[config.mk]
export PLATFORM = sky130hd
export DESIGN_NAME = ddr_dram_dll_lock
export DESIGN_NICKNAME = d
export VERILOG_FILES = /design/src/rtl/ddr_pkg.sv /design/src/rtl/ddr_cyc_cnt.sv /design/src/rtl/ddr_dram_dll_lock.sv
export SDC_FILE = /design/constraint.sdc
export NUM_CORES = 1
export LEC_CHECK = 0
export CORE_AREA = 2 2 47 49
export CTS_CLUSTER_DIAMETER = 40
export DETAILED_ROUTE_END_ITERATION = 8
export DIE_AREA = 0 0 49 51
export HOLD_SLACK_MARGIN = 0.12
export PLACE_DENSITY_LB_ADDON = 0.3
export SYNTH_ARGS = -nofsm -noshare
export SYNTH_HDL_FRONTEND = slang
export SYNTH_SLANG_ARGS = --single-unit
[constraint.sdc]
create_clock -name CK_t -period 2.2 [get_ports CK_t]
set_clock_uncertainty 0.2 [all_clocks]
set_input_delay 0.22 -clock CK_t [delete_from_list [all_inputs] [get_ports CK_t]]
set_output_delay 0.22 -clock CK_t [all_outputs]
set_load 0.05 [all_outputs]
[src/rtl/ddr_pkg.sv]
// Shared types and default timing constants for the DRAM-side DLL lock tracker.
// The defaults are also used by the controller-side timing checks.
package ddr_pkg;

  typedef enum logic [2:0] {
    RESET        = 3'd0,
    STABLE_WAIT  = 3'd1,
    UNLOCKED     = 3'd2,
    LOCKING      = 3'd3,
    LOCKED       = 3'd4,
    DLL_OFF      = 3'd5,
    SELF_REFRESH = 3'd6
  } dll_state_e;

  localparam int DEF_STABLE_CYC = 10;
  localparam int DEF_TDLLK      = 768;
  localparam int DEF_SR_MIN_CYC = 5;
  localparam int DEF_CNT_W      = 11;

endpackage

[src/rtl/ddr_cyc_cnt.sv]
// Clear/enable up-counter with a terminal-count compare.
// Clear wins over enable; at_term is a pure compare of the current count.
module ddr_cyc_cnt
  import ddr_pkg::*;
#(
  parameter int W = DEF_CNT_W
) (
  input  logic         clk,
  input  logic         rst_n,
  input  logic         clr,
  input  logic         en,
  input  logic [W-1:0] term,
  output logic [W-1:0] cnt,
  output logic         at_term
);

  // Count register: synchronous reset and clear, increment when enabled.
  always_ff @(posedge clk) begin
    if (!rst_n || clr) begin
      cnt <= '0;
    end else if (en) begin
      cnt <= cnt + 1'b1;
    end
  end

  assign at_term = (cnt == term);

endmodule

[src/rtl/ddr_dram_dll_lock.sv]
// DRAM-side DLL lock tracker clocked by CK_t.
// Qualifies the clock after reset, times tDLLK after each DLL reset, and
// flags READ/WRITE issued while the DLL is not usable (sticky until reset).
// Optional feature macro: DLL_SR_RELOCK_EN (self-refresh entry on a run of
// cke-low cycles while locked, relock on cke high).
module ddr_dram_dll_lock
  import ddr_pkg::*;
#(
  parameter int STABLE_CYC = DEF_STABLE_CYC,
  parameter int TDLLK      = DEF_TDLLK,
  parameter int SR_MIN_CYC = DEF_SR_MIN_CYC,
  parameter int CNT_W      = DEF_CNT_W
) (
  input  logic             CK_t,
  input  logic             reset_n,
  input  logic             cke,
  input  logic             dll_en,
  input  logic             dll_rst,
  input  logic             rw_cmd,
  output logic             clk_stable,
  output logic             dll_locked,
  output logic [CNT_W-1:0] lock_cnt,
  output logic             early_access_err,
  output logic [2:0]       state
);

  localparam logic [CNT_W-1:0] STABLE_TERM = CNT_W'(STABLE_CYC - 1);
  localparam logic [CNT_W-1:0] LOCK_TERM   = CNT_W'(TDLLK - 1);

  dll_state_e       st_q;
  dll_state_e       st_d;
  logic             ph_clr;
  logic             ph_en;
  logic             ph_hit;
  logic [CNT_W-1:0] ph_term;
  logic [CNT_W-1:0] ph_cnt;
  logic             sr_hit;

  // The phase counter is shared by clock qualification and DLL locking;
  // only the terminal value differs between the two phases.
  assign ph_term = (st_q == STABLE_WAIT) ? STABLE_TERM : LOCK_TERM;

  ddr_cyc_cnt #(.W(CNT_W)) u_phase_cnt (
    .clk     (CK_t),
    .rst_n   (reset_n),
    .clr     (ph_clr),
    .en      (ph_en),
    .term    (ph_term),
    .cnt     (ph_cnt),
    .at_term (ph_hit)
  );

`ifdef DLL_SR_RELOCK_EN
  localparam logic [CNT_W-1:0] SR_TERM = CNT_W'(SR_MIN_CYC - 1);

  logic [CNT_W-1:0] cke_low_cnt;
  logic             cke_at_term;
  logic             cke_clr;
  logic             cke_en;

  // Only cke-low runs observed while LOCKED count toward self-refresh entry.
  assign cke_clr = cke || (st_q != LOCKED);
  assign cke_en  = !cke && (st_q == LOCKED);

  ddr_cyc_cnt #(.W(CNT_W)) u_cke_low_cnt (
    .clk     (CK_t),
    .rst_n   (reset_n),
    .clr     (cke_clr),
    .en      (cke_en),
    .term    (SR_TERM),
    .cnt     (cke_low_cnt),
    .at_term (cke_at_term)
  );

  // This edge is the SR_MIN_CYC-th consecutive cke-low edge.
  assign sr_hit = cke_at_term && !cke;
`else
  assign sr_hit = 1'b0;
`endif

  // State register.
  always_ff @(posedge CK_t) begin
    if (!reset_n) begin
      st_q <= RESET;
    end else begin
      st_q <= st_d;
    end
  end

  // Next-state and phase-counter control; priority is !dll_en > dll_rst > terminal.
  always_comb begin
    st_d   = st_q;
    ph_clr = 1'b1;
    ph_en  = 1'b0;
    unique case (st_q)
      RESET: begin
        st_d = STABLE_WAIT;
      end
      STABLE_WAIT: begin
        if (ph_hit) begin
          st_d = UNLOCKED;
        end else begin
          ph_clr = 1'b0;
          ph_en  = 1'b1;
        end
      end
      UNLOCKED: begin
        if (!dll_en) begin
          st_d = DLL_OFF;
        end else if (dll_rst) begin
          st_d = LOCKING;
        end
      end
      LOCKING: begin
        if (!dll_en) begin
          st_d = DLL_OFF;
        end else if (dll_rst) begin
          st_d = LOCKING;
        end else if (ph_hit) begin
          st_d = LOCKED;
        end else begin
          ph_clr = 1'b0;
          ph_en  = 1'b1;
        end
      end
      LOCKED: begin
        if (!dll_en) begin
          st_d = DLL_OFF;
        end else if (dll_rst) begin
          st_d = LOCKING;
        end else if (sr_hit) begin
          st_d = SELF_REFRESH;
        end
      end
      DLL_OFF: begin
        if (dll_en) begin
          st_d = dll_rst ? LOCKING : UNLOCKED;
        end
      end
      SELF_REFRESH: begin
        if (!dll_en) begin
          st_d = DLL_OFF;
        end else if (cke) begin
          st_d = LOCKING;
        end
      end
      default: begin
        st_d = RESET;
      end
    endcase
  end

  // Sticky flags: clock qualification and access-before-lock violation.
  always_ff @(posedge CK_t) begin
    if (!reset_n) begin
      clk_stable       <= 1'b0;
      early_access_err <= 1'b0;
    end else begin
      if (st_q == STABLE_WAIT && ph_hit) begin
        clk_stable <= 1'b1;
      end
      if (rw_cmd && cke && st_q != LOCKED && st_q != DLL_OFF) begin
        early_access_err <= 1'b1;
      end
    end
  end

  // Outputs decoded directly from registered state and count.
  always_comb begin
    dll_locked = (st_q == LOCKED);
    state      = st_q;
    lock_cnt   = ph_cnt;
  end

endmodule

Yosys cells after proc, flatten, opt, wreduce, memory -nomap -nowiden
Cells that the tools add are included.
W data, S select, Z words.
- add/sub/neg operators: 1
- equal/unequal tests: 14
- muxes and demuxes: 20
- reductions and logical operators: 9
- operator list (operator ; count):
    $mux W3 ; 9
    $pmux W3 S6 ; 1
    $add A11 B1 Y11 const B ; 1
    $eq A11 B10 Y1 ; 1
    $mux W10 ; 1
    $eq A3 B3 Y1 const B ; 3
    $ne A3 B3 Y1 const B ; 3
    $mux W1 ; 7
    $eq A3 B2 Y1 const B ; 2
    $reduce_and A5 Y1 ; 1
    $logic_and A1 B1 Y1 ; 4
    $ne A2 B2 Y1 const B ; 2
    $ne A4 B4 Y1 const B ; 1
    $pmux W1 S2 ; 2
    $eq A3 B1 Y1 const B ; 1
    $logic_not A3 Y1 ; 1
    $ne A3 B2 Y1 const B ; 1
    $reduce_or A2 Y1 ; 1
    $logic_not A1 Y1 ; 1
    $logic_or A1 B1 Y1 ; 1
- register bits: 16
- input bits: 6
- logic and storage cells: 48

Depth between registers and ports, before layout
Gate-level depths: netlist (run 1).
- depth in word-level cells: 8
- depth in mapped cells: 7
- gate-level depth less buffers: 6

Cells and area by module
A second synthesis (run 1) with hierarchy kept.
- cells, all modules: 123
- area total of the unflattened synthesis: 1019.7 um^2
- by module, submodules not included (module ; times used ; cells each ; area an instance (um^2)):
    ddr_cyc_cnt ; 1 ; 72 ; 629.4
    ddr_dram_dll_lock ; 1 ; 51 ; 390.4

Worst setup path after synthesis (run 1)
Ideal clock, no wire load.
- path type: flip-flop to flip-flop
- from: register u_phase_cnt.cnt[5]
- to: register st_q[0], in the netlist state[0]
- setup time: 0.166 ns
- arrival: 1.660 ns
- required time: 1.834 ns
- slack: 0.174 ns
- stages on the path, launching flop included: 6
- cells stage by stage: dfxtp_1 -> or4_1 -> nor4_2 -> a21o_1 -> o21a_2 -> a41oi_1
- longest elaborated chain between the ends: 3
- elaborated cells on any way between the ends: 4
- RTL lines (what ; RTL line ; source):
    from (decl) ; ddr_cyc_cnt.sv:13 ; output logic [W-1:0] cnt,
    from (signal assigned) ; ddr_cyc_cnt.sv:22 ; cnt <= cnt + 1'b1;
    $eq A11 B10 Y1 * ; ddr_cyc_cnt.sv:26 ; assign at_term = (cnt == term);
    $ne A4 B4 Y1 (no line) / $ne A2 B2 Y1 (equally long branches) ; -- ;
    $reduce_and A5 Y1 (no line) * ; -- ;
    to (signal assigned) ; ddr_dram_dll_lock.sv:86 ; st_q <= st_d;
    to (decl) ; ddr_dram_dll_lock.sv:30 ; dll_state_e st_q;
Every way passes the cells marked *; elsewhere a longest branch is shown, timed or not.
A chain may end at the register's enable or synchronous reset.

Final worst setup path (run 1)
- from: register st_q[1], in the netlist state[1]
- to: output state[1]
- RTL lines (what ; RTL line ; source):
    to (decl) ; ddr_dram_dll_lock.sv:24 ; output logic [2:0] state
No word-level cell between the ends.

==> metrics.log, run 1 <==
INFO  metric status = finished, final reports clean
INFO  metric place_hpwl = 1.38 mm
INFO  metric cpMaxStageDelayCell = sky130_fd_sc_hd__clkdlybuf4s50_1
INFO  metric design_power_total = 845 uW
INFO  metric worst_skew_pair_latency = 280 ps
INFO  metric vias_per_cell = 5.29
INFO  metric clock_tree.root_cell = sky130_fd_sc_hd__clkbuf_4
INFO  metric grt_overflow_total = 0
INFO  metric largest_vdd_supply_drop = 0.464 mV
INFO  metric powerDensity = 733 nW/um2
INFO  metric worstSetupPathType = register to output port
INFO  metric cts_tree = done
INFO  metric fin_crit = 2130 ps
INFO  metric remaining_drc_errors = 0
INFO  metric combPwrFrac = 0.353
INFO  metric ys_top_cells_by_area = sky130_fd_sc_hd__dfxtp_1 (38%), sky130_fd_sc_hd__nor2_1 (6.2%), sky130_fd_sc_hd__xnor2_1 (5.1%)
INFO  metric first_global_vias = 730
INFO  metric final_core_util = 0.559
INFO  metric reg2reg_slack = 190 ps
INFO  metric clk_pin_slew = 90 ps
INFO  metric number_of_enable_flip_flop_cells_after_synthesis = 0
INFO  metric maximum_cell_stage_delay_along_the_critical_path = 880 ps
INFO  metric chipHeight = 51 um
INFO  metric fraction_of_final_layout_cells_sized_beyond_drive_strength_1 = 0.103
INFO  metric place.gp.congestion = 0.774
INFO  metric worstMarginPinSlew = 501 ps
INFO  metric ys_types = 35
INFO  metric insertedDiodeCount = 0
INFO  metric final_routed_wirelength = 1.79 mm
INFO  metric pwr-share-clk = 0.225
INFO  metric drt_first_pass_iters = 4
INFO  metric cts_repair_resize_count = 0
INFO  metric die_area = 2500 um2
INFO  metric setup.worst_path.start_class = register
INFO  metric finalHoldViolations = 0
INFO  metric worst_ep_arrival_time = 1710 ps
INFO  metric grtUsageTotal = 0.162
INFO  metric worst_path_dominant_cell_family = buffers and inverters
INFO  metric grt_antenna_before_repair = 0
INFO  metric final.setup.tns = 0 ps
INFO  metric power_switching_share = 0.365
INFO  metric post_synth.cell_area_avg = 8.62 um2
INFO  metric ys_dominant_reg_cell = sky130_fd_sc_hd__dfxtp_1
INFO  metric final_min_period_over_clock_period = 0.968
INFO  metric synth_area = 853 um2
INFO  metric max_cap_violations = 0
INFO  metric rsz0062_at_grt = no
INFO  metric yosys_warnings = 0
INFO  metric core_area = 2060 um2
INFO  metric cts_inserted_buffers = 3
INFO  metric final-max-slew-violation-count = 0
INFO  metric fmax = 470 MHz
INFO  metric power.net_switching = 308 uW
INFO  metric min-delay-path-class = register to register
INFO  metric leakage_power_summed_over_all_cells = 0.000422 uW
INFO  metric power.internal = 537 uW
INFO  metric power.share.sequential = 0.422
INFO  metric cell_type_with_the_highest_aggregate_area_in_the_netlist = sky130_fd_sc_hd__dfxtp_1
INFO  metric initial_core_util = 0.414
INFO  metric critical_path_buf_inv_count = 1
INFO  metric postLayoutSetupSlackWorst = 70.1 ps
INFO  metric cp.required = 1780 ps
INFO  metric setup-violations-final = 0
INFO  metric setup.worst_path.end_class = output port
INFO  metric synth.top_cell.area_share = 0.375
INFO  metric post-synth-top-count-cell = sky130_fd_sc_hd__dfxtp_1
INFO  metric detail-route-antenna-nets = 0
INFO  metric num_io_pins = 23
INFO  metric crit_chain = clkdlybuf4s50_1
INFO  metric cts.hold.buffers_added = 0
INFO  metric routed-via-count = 815
INFO  metric number_of_nets_in_the_finished_design = 134
INFO  metric htree_num_levels = 1
INFO  metric most_instantiated_cells_after_synthesis = sky130_fd_sc_hd__dfxtp_1 (16), sky130_fd_sc_hd__nor2_1 (14), sky130_fd_sc_hd__nand2_1 (7)
INFO  metric ys_seq_area_frac = 0.375
INFO  metric grt_max_degree = 15
INFO  metric synth-seq-cells = 16
INFO  metric cts.sink_count = 16
INFO  metric critical_path.max_fanout = 13
INFO  metric dieWidth = 49 um
INFO  metric syn_inst = 99
INFO  metric number_of_buffers_between_clock_root_and_the_deepest_sink = 2
INFO  metric ys_async_sr_fraction = 0
INFO  metric postSynthNetCount = 106
INFO  metric port_buffers = 22
INFO  metric route.detailed.wl_per_inst = 11.6 um
INFO  metric drt_iter0_markers = 9
INFO  metric dp_worst_setup_slack = 163 ps
INFO  metric floorplan.rows = 17
INFO  metric grt_pass1_wl = 3.17 mm
INFO  metric synthToLayoutAreaGrowth = 35.0%
INFO  metric max_slew_headroom_at_the_worst_pin = 0.665
INFO  metric postCtsSetupBuffers = 0
==> area by class of cell <==
cell class,instances,area (um2)
clock buffers,4,36.3
fillers,199,911
inverters,4,15.0
multi-input cells,76,498
flip-flops and latches,16,320
well taps,28,35.0
repair buffers,26,248
==> flip-flops by register name, summed over array words and instances, names as in the netlist <==
name              cells
u_phase_cnt.cnt      11
clk_stable            1
early_access_err      1
state                 3
==> layer usage <==
| layer | share of wire | track usage | vias up |
|---|---|---|---|
| li1 | - | - | 405 |
| met2 | 0.47 | 0.288 | 23 |
| met3 | 0.052 | 0.0439 | 4 |
| met1 | 0.47 | 0.188 | 383 |
| met4 | 0.012 | 0.0571 | 0 |
| met5 | 0 | 0 | - |
==> cell families (layout without fill, tap and decap cells) <==
group                      after synthesis  after routing  share of synthesized area
DFF                                     16             16                      0.375
and+or+nand+nor                         48             48                      0.323
adders and majority gates                1              1                     0.0147
buffers and inverters                    7             34                     0.0410
AOI/OAI and AO/OA                       15             15                      0.117
xor gates and xnor gates                 9              9                     0.0924
muxes                                    3              3                     0.0367
==> power by group through the flow <==
stage	registers, uW	clock network [uW]	logic [uW]
finish	356	190	298
global route	363	206	325
CTS	357	197	300
detailed placement	364	0	298
global placement	363	0	296
floorplan	414	0	170
==> through the flow <==
step,cells,hold WS (ps),area [um2]
final,154,302,1150
after global routing,154,344,1150
after CTS,154,307,1150
after detailed placement,150,284,1120
after global placement,150,277,1120
after floorplan,99,148,853
==> layout by cell type (no fill, tap or decap), types with 3 or more instances in the layout <==
master | Yosys | final
sky130_fd_sc_hd__inv_1 | 4 | 4
sky130_fd_sc_hd__nand3b_1 | 4 | 4
sky130_fd_sc_hd__nor2_1 | 14 | 14
sky130_fd_sc_hd__dfxtp_1 | 16 | 16
sky130_fd_sc_hd__xnor2_1 | 5 | 5
sky130_fd_sc_hd__nand2b_1 | 3 | 3
sky130_fd_sc_hd__o21ai_0 | 4 | 4
sky130_fd_sc_hd__xor2_1 | 4 | 4
sky130_fd_sc_hd__nand3_1 | 3 | 3
sky130_fd_sc_hd__nand2_1 | 7 | 7
sky130_fd_sc_hd__clkdlybuf4s50_1 | 0 | 21
sky130_fd_sc_hd__clkbuf_4 | 0 | 3
sky130_fd_sc_hd__buf_4 | 0 | 5
==> final timing paths <==
kind / depth (start not counted) / from / to
setup / recovery: 1 / state[1] / state[1]
hold reg to reg: 1 / u_phase_cnt.cnt[0] / u_phase_cnt.cnt[0]
hold / removal: 1 / u_phase_cnt.cnt[0] / u_phase_cnt.cnt[0]
setup reg to reg: 5 / u_phase_cnt.cnt[6] / u_phase_cnt.cnt[6]
Power figures use the tool's default switching activity.
==> run 2: changes to the inputs <==
Settings changed: ABC_CLOCK_PERIOD_IN_PS set to 2200.
==> results of run 2 <==
Same layout as run 1: the final DEF is identical, and so are final timing and power.
==> run 3: changes to the inputs <==
Settings changed: CTS_BUF_LIST set to sky130_fd_sc_hd__clkbuf_4, SKIP_LAST_GASP set to 1.
==> run 3 against run 2 <==
Compared with the run above: setup slack worse by 4.3 ps; sequential share of layout area increased by 0.24 points; sequential cell count is the same; critical endpoint unchanged; largest cell class unchanged; sequential power about the same; cell count unchanged; via count increased by 0.37%; core utilization down 0.49 points; routed wire length is 0.78% higher; global-route usage up 0.19 points; critical path depth did not move.
==> metrics.log, run 3 (synthesis results as in run 1) <==
INFO  metric crit_chain = clkdlybuf4s50_1
INFO  metric critical_path.max_fanout = 13 (unchanged)
INFO  metric maximum_cell_stage_delay_along_the_critical_path = 880 ps (about the same)
INFO  metric final_cell_count_no_fill = 154 (unchanged)
INFO  metric place.gp.congestion = 0.774 (unchanged)
INFO  metric number_of_nets_in_the_finished_design = 134 (unchanged)
INFO  metric synthToLayoutAreaGrowth = 33.9%
INFO  metric powerDensity = 711 nW/um2 (-3.0%)
INFO  metric grtUsageTotal = 0.164 (+0.00189)
INFO  metric cts.sink_count = 16 (unchanged)
INFO  metric groute.layer.met1.usage = 0.188 (unchanged)
INFO  metric setup-violations-final = 0 (unchanged)
INFO  metric grt_overflow_total = 0 (unchanged)
INFO  metric combPwrFrac = 0.368 (+0.015)
INFO  metric met2_usage_in_global_routing = 0.288 (unchanged)
INFO  metric reg2reg_slack = 190 ps (about the same)
INFO  metric port_buffers = 22 (unchanged)
INFO  metric setup.worst_path.end_class = output port
INFO  metric dpl.cell_count = 150 (unchanged)
INFO  metric ff2ff_path_depth = 5 (unchanged)
INFO  metric fmax = 469 MHz (-0.20%)
INFO  metric worst_ep_arrival_time = 1710 ps (about the same)
INFO  metric final_core_util = 0.554 (-0.00485)
INFO  metric fraction_of_final_layout_cells_sized_beyond_drive_strength_1 = 0.0952 (-0.00794)
INFO  metric worst_skew_pair_latency = 290 ps (about the same)
INFO  metric layout_commonest_cell = sky130_fd_sc_hd__clkdlybuf4s50_1
INFO  metric worst-path-stages = 1 (unchanged)
INFO  metric largest_register_ff_count = 11 (unchanged)
INFO  metric drt_iter0_markers = 11 (+2)
INFO  metric cts_tree = done
INFO  metric final_cell_mix = sky130_fd_sc_hd__clkdlybuf4s50_1 (21), sky130_fd_sc_hd__dfxtp_1 (16), sky130_fd_sc_hd__nor2_1 (14), sky130_fd_sc_hd__nand2_1 (7)
INFO  metric detail-route-antenna-nets = 0 (unchanged)
INFO  metric critical_path_buf_inv_count = 1 (unchanged)
INFO  metric setup.worst_path.start_class = register
INFO  metric global_route.usage.met3 = 0.0351 (-0.00877)
INFO  metric cts_inserted_buffers = 3 (unchanged)
INFO  metric fin_hold_ws = 301 ps (-0.335 ps)
INFO  metric remaining_drc_errors = 0 (unchanged)
INFO  metric insertedDiodeCount = 0 (unchanged)
INFO  metric worstMarginPinSlew = 501 ps (-0.00370 ps)
INFO  metric power.share.sequential = 0.439 (+0.017)
INFO  metric hold-path-cell-count = 1 (unchanged)
INFO  metric max_cap_violations = 0 (unchanged)
INFO  metric global_route.peak_usage_layer = met2
INFO  metric postCtsSetupBuffers = 0 (unchanged)
INFO  metric worst_path_dominant_cell_family = buffers and inverters
INFO  metric final.setup.tns = 0 ps (unchanged)
INFO  metric cts.hold.buffers_added = 0 (unchanged)
INFO  metric first_global_vias = 734 (+0.55%)
INFO  metric final_min_period_over_clock_period = 0.970 (+0.00197)
INFO  metric core_area = 2060 um2 (unchanged)
INFO  metric power.net_switching = 310 uW (+0.67%)
INFO  metric dieWidth = 49 um (unchanged)
INFO  metric leakage_power_summed_over_all_cells = 0.000416 uW (-1.3%)
INFO  metric final-max-slew-violation-count = 0 (unchanged)
INFO  metric cts_repair_resize_count = 0 (unchanged)
INFO  metric grt_max_degree = 15 (unchanged)
INFO  metric clk_pin_slew = 90 ps (about the same)
INFO  metric fill_cells = 200 (+0.50%)
INFO  metric final_routed_wirelength = 1.81 mm (+0.78%)
INFO  metric min-delay-path-class = register to register
INFO  metric max_slew_headroom_at_the_worst_pin = 0.665 (about the same)
INFO  metric finalHoldViolations = 0 (unchanged)
INFO  metric rsz0062_at_grt = no
INFO  metric route.detailed.wl_per_inst = 11.7 um (+0.78%)
INFO  metric largest_register = u_phase_cnt.cnt
INFO  metric drt_first_pass_iters = 4 (unchanged)
INFO  metric initial_core_util = 0.414 (unchanged)
INFO  metric largest_vdd_supply_drop = 0.351 mV (-24%)
INFO  metric min_from = u_phase_cnt.cnt[0]
INFO  metric clock_tree.root_cell = sky130_fd_sc_hd__clkbuf_4
INFO  metric power_switching_share = 0.382 (+0.0172)
INFO  metric routed-via-count = 818 (+0.37%)
INFO  metric cp-startpoint = state[1]
INFO  metric grt_antenna_before_repair = 0 (unchanged)
INFO  metric htree_num_levels = 1 (unchanged)
INFO  metric cpMaxStageDelayCell = sky130_fd_sc_hd__clkdlybuf4s50_1
INFO  metric cp.required = 1780 ps (about the same)
INFO  metric chipHeight = 51 um (unchanged)
INFO  metric num_io_pins = 23 (unchanged)
INFO  metric die_area = 2500 um2 (unchanged)
INFO  metric fin_crit = 2130 ps (+4.34 ps)
INFO  metric floorplan.rows = 17 (unchanged)
INFO  metric place_hpwl = 1.38 mm (unchanged)
INFO  metric design_power_total = 812 uW (-3.9%)
INFO  metric vias_per_cell = 5.31 (+0.37%)
INFO  metric worstSetupPathType = register to output port
INFO  metric status = finished, final reports clean
INFO  metric rr_startpoint = u_phase_cnt.cnt[6]
INFO  metric power.internal = 502 uW (-6.5%)
INFO  metric grt_pass1_wl = 3.17 mm (unchanged)
INFO  metric pwr-share-clk = 0.193 (-0.032)
INFO  metric number_of_buffers_between_clock_root_and_the_deepest_sink = 2 (unchanged)
run 3: layout make-up:
type / count / area [um2] / area share
Multi-Input combinational cell: 76 / 498 / 0.436
Clock inverter: 1 / 3.75 / 0.00329
Clock buffer: 3 / 22.5 / 0.0197
Sequential cell: 16 / 320 / 0.280
Inverter: 4 / 15.0 / 0.0131
Timing Repair Buffer: 26 / 248 / 0.217
Tap cell: 28 / 35.0 / 0.0307
run 3: power groups by stage:
stage | Combinational (uW) | Sequential (uW) | Clock [uW]
6_report | 299 | 357 | 157
5_1_grt | 325 | 363 | 171
4_1_cts | 300 | 357 | 164
3_5_place_dp | 298 | 364 | 0
3_3_place_gp | 296 | 363 | 0
2_1_floorplan | 170 | 414 | 0
run 3: through the flow:
step | setup slack, ps | cell area (um2)
floorplan | 174 | 853
global placement | 212 | 1120
detailed placement | 163 | 1120
CTS | 57.2 | 1140
global route | 15.6 | 1140
finish | 65.8 | 1140
run 3: metal layers:
layer	up-vias	wire length (um)
met2	25	835
li1	404	-
met5	-	0
met1	385	841
met4	0	36
met3	4	94
run 3: final timing paths:
| kind | endpoint |
|---|---|
| max | state[1] |
| min | u_phase_cnt.cnt[0] |
| max reg2reg | u_phase_cnt.cnt[6] |
| min reg2reg | u_phase_cnt.cnt[0] |
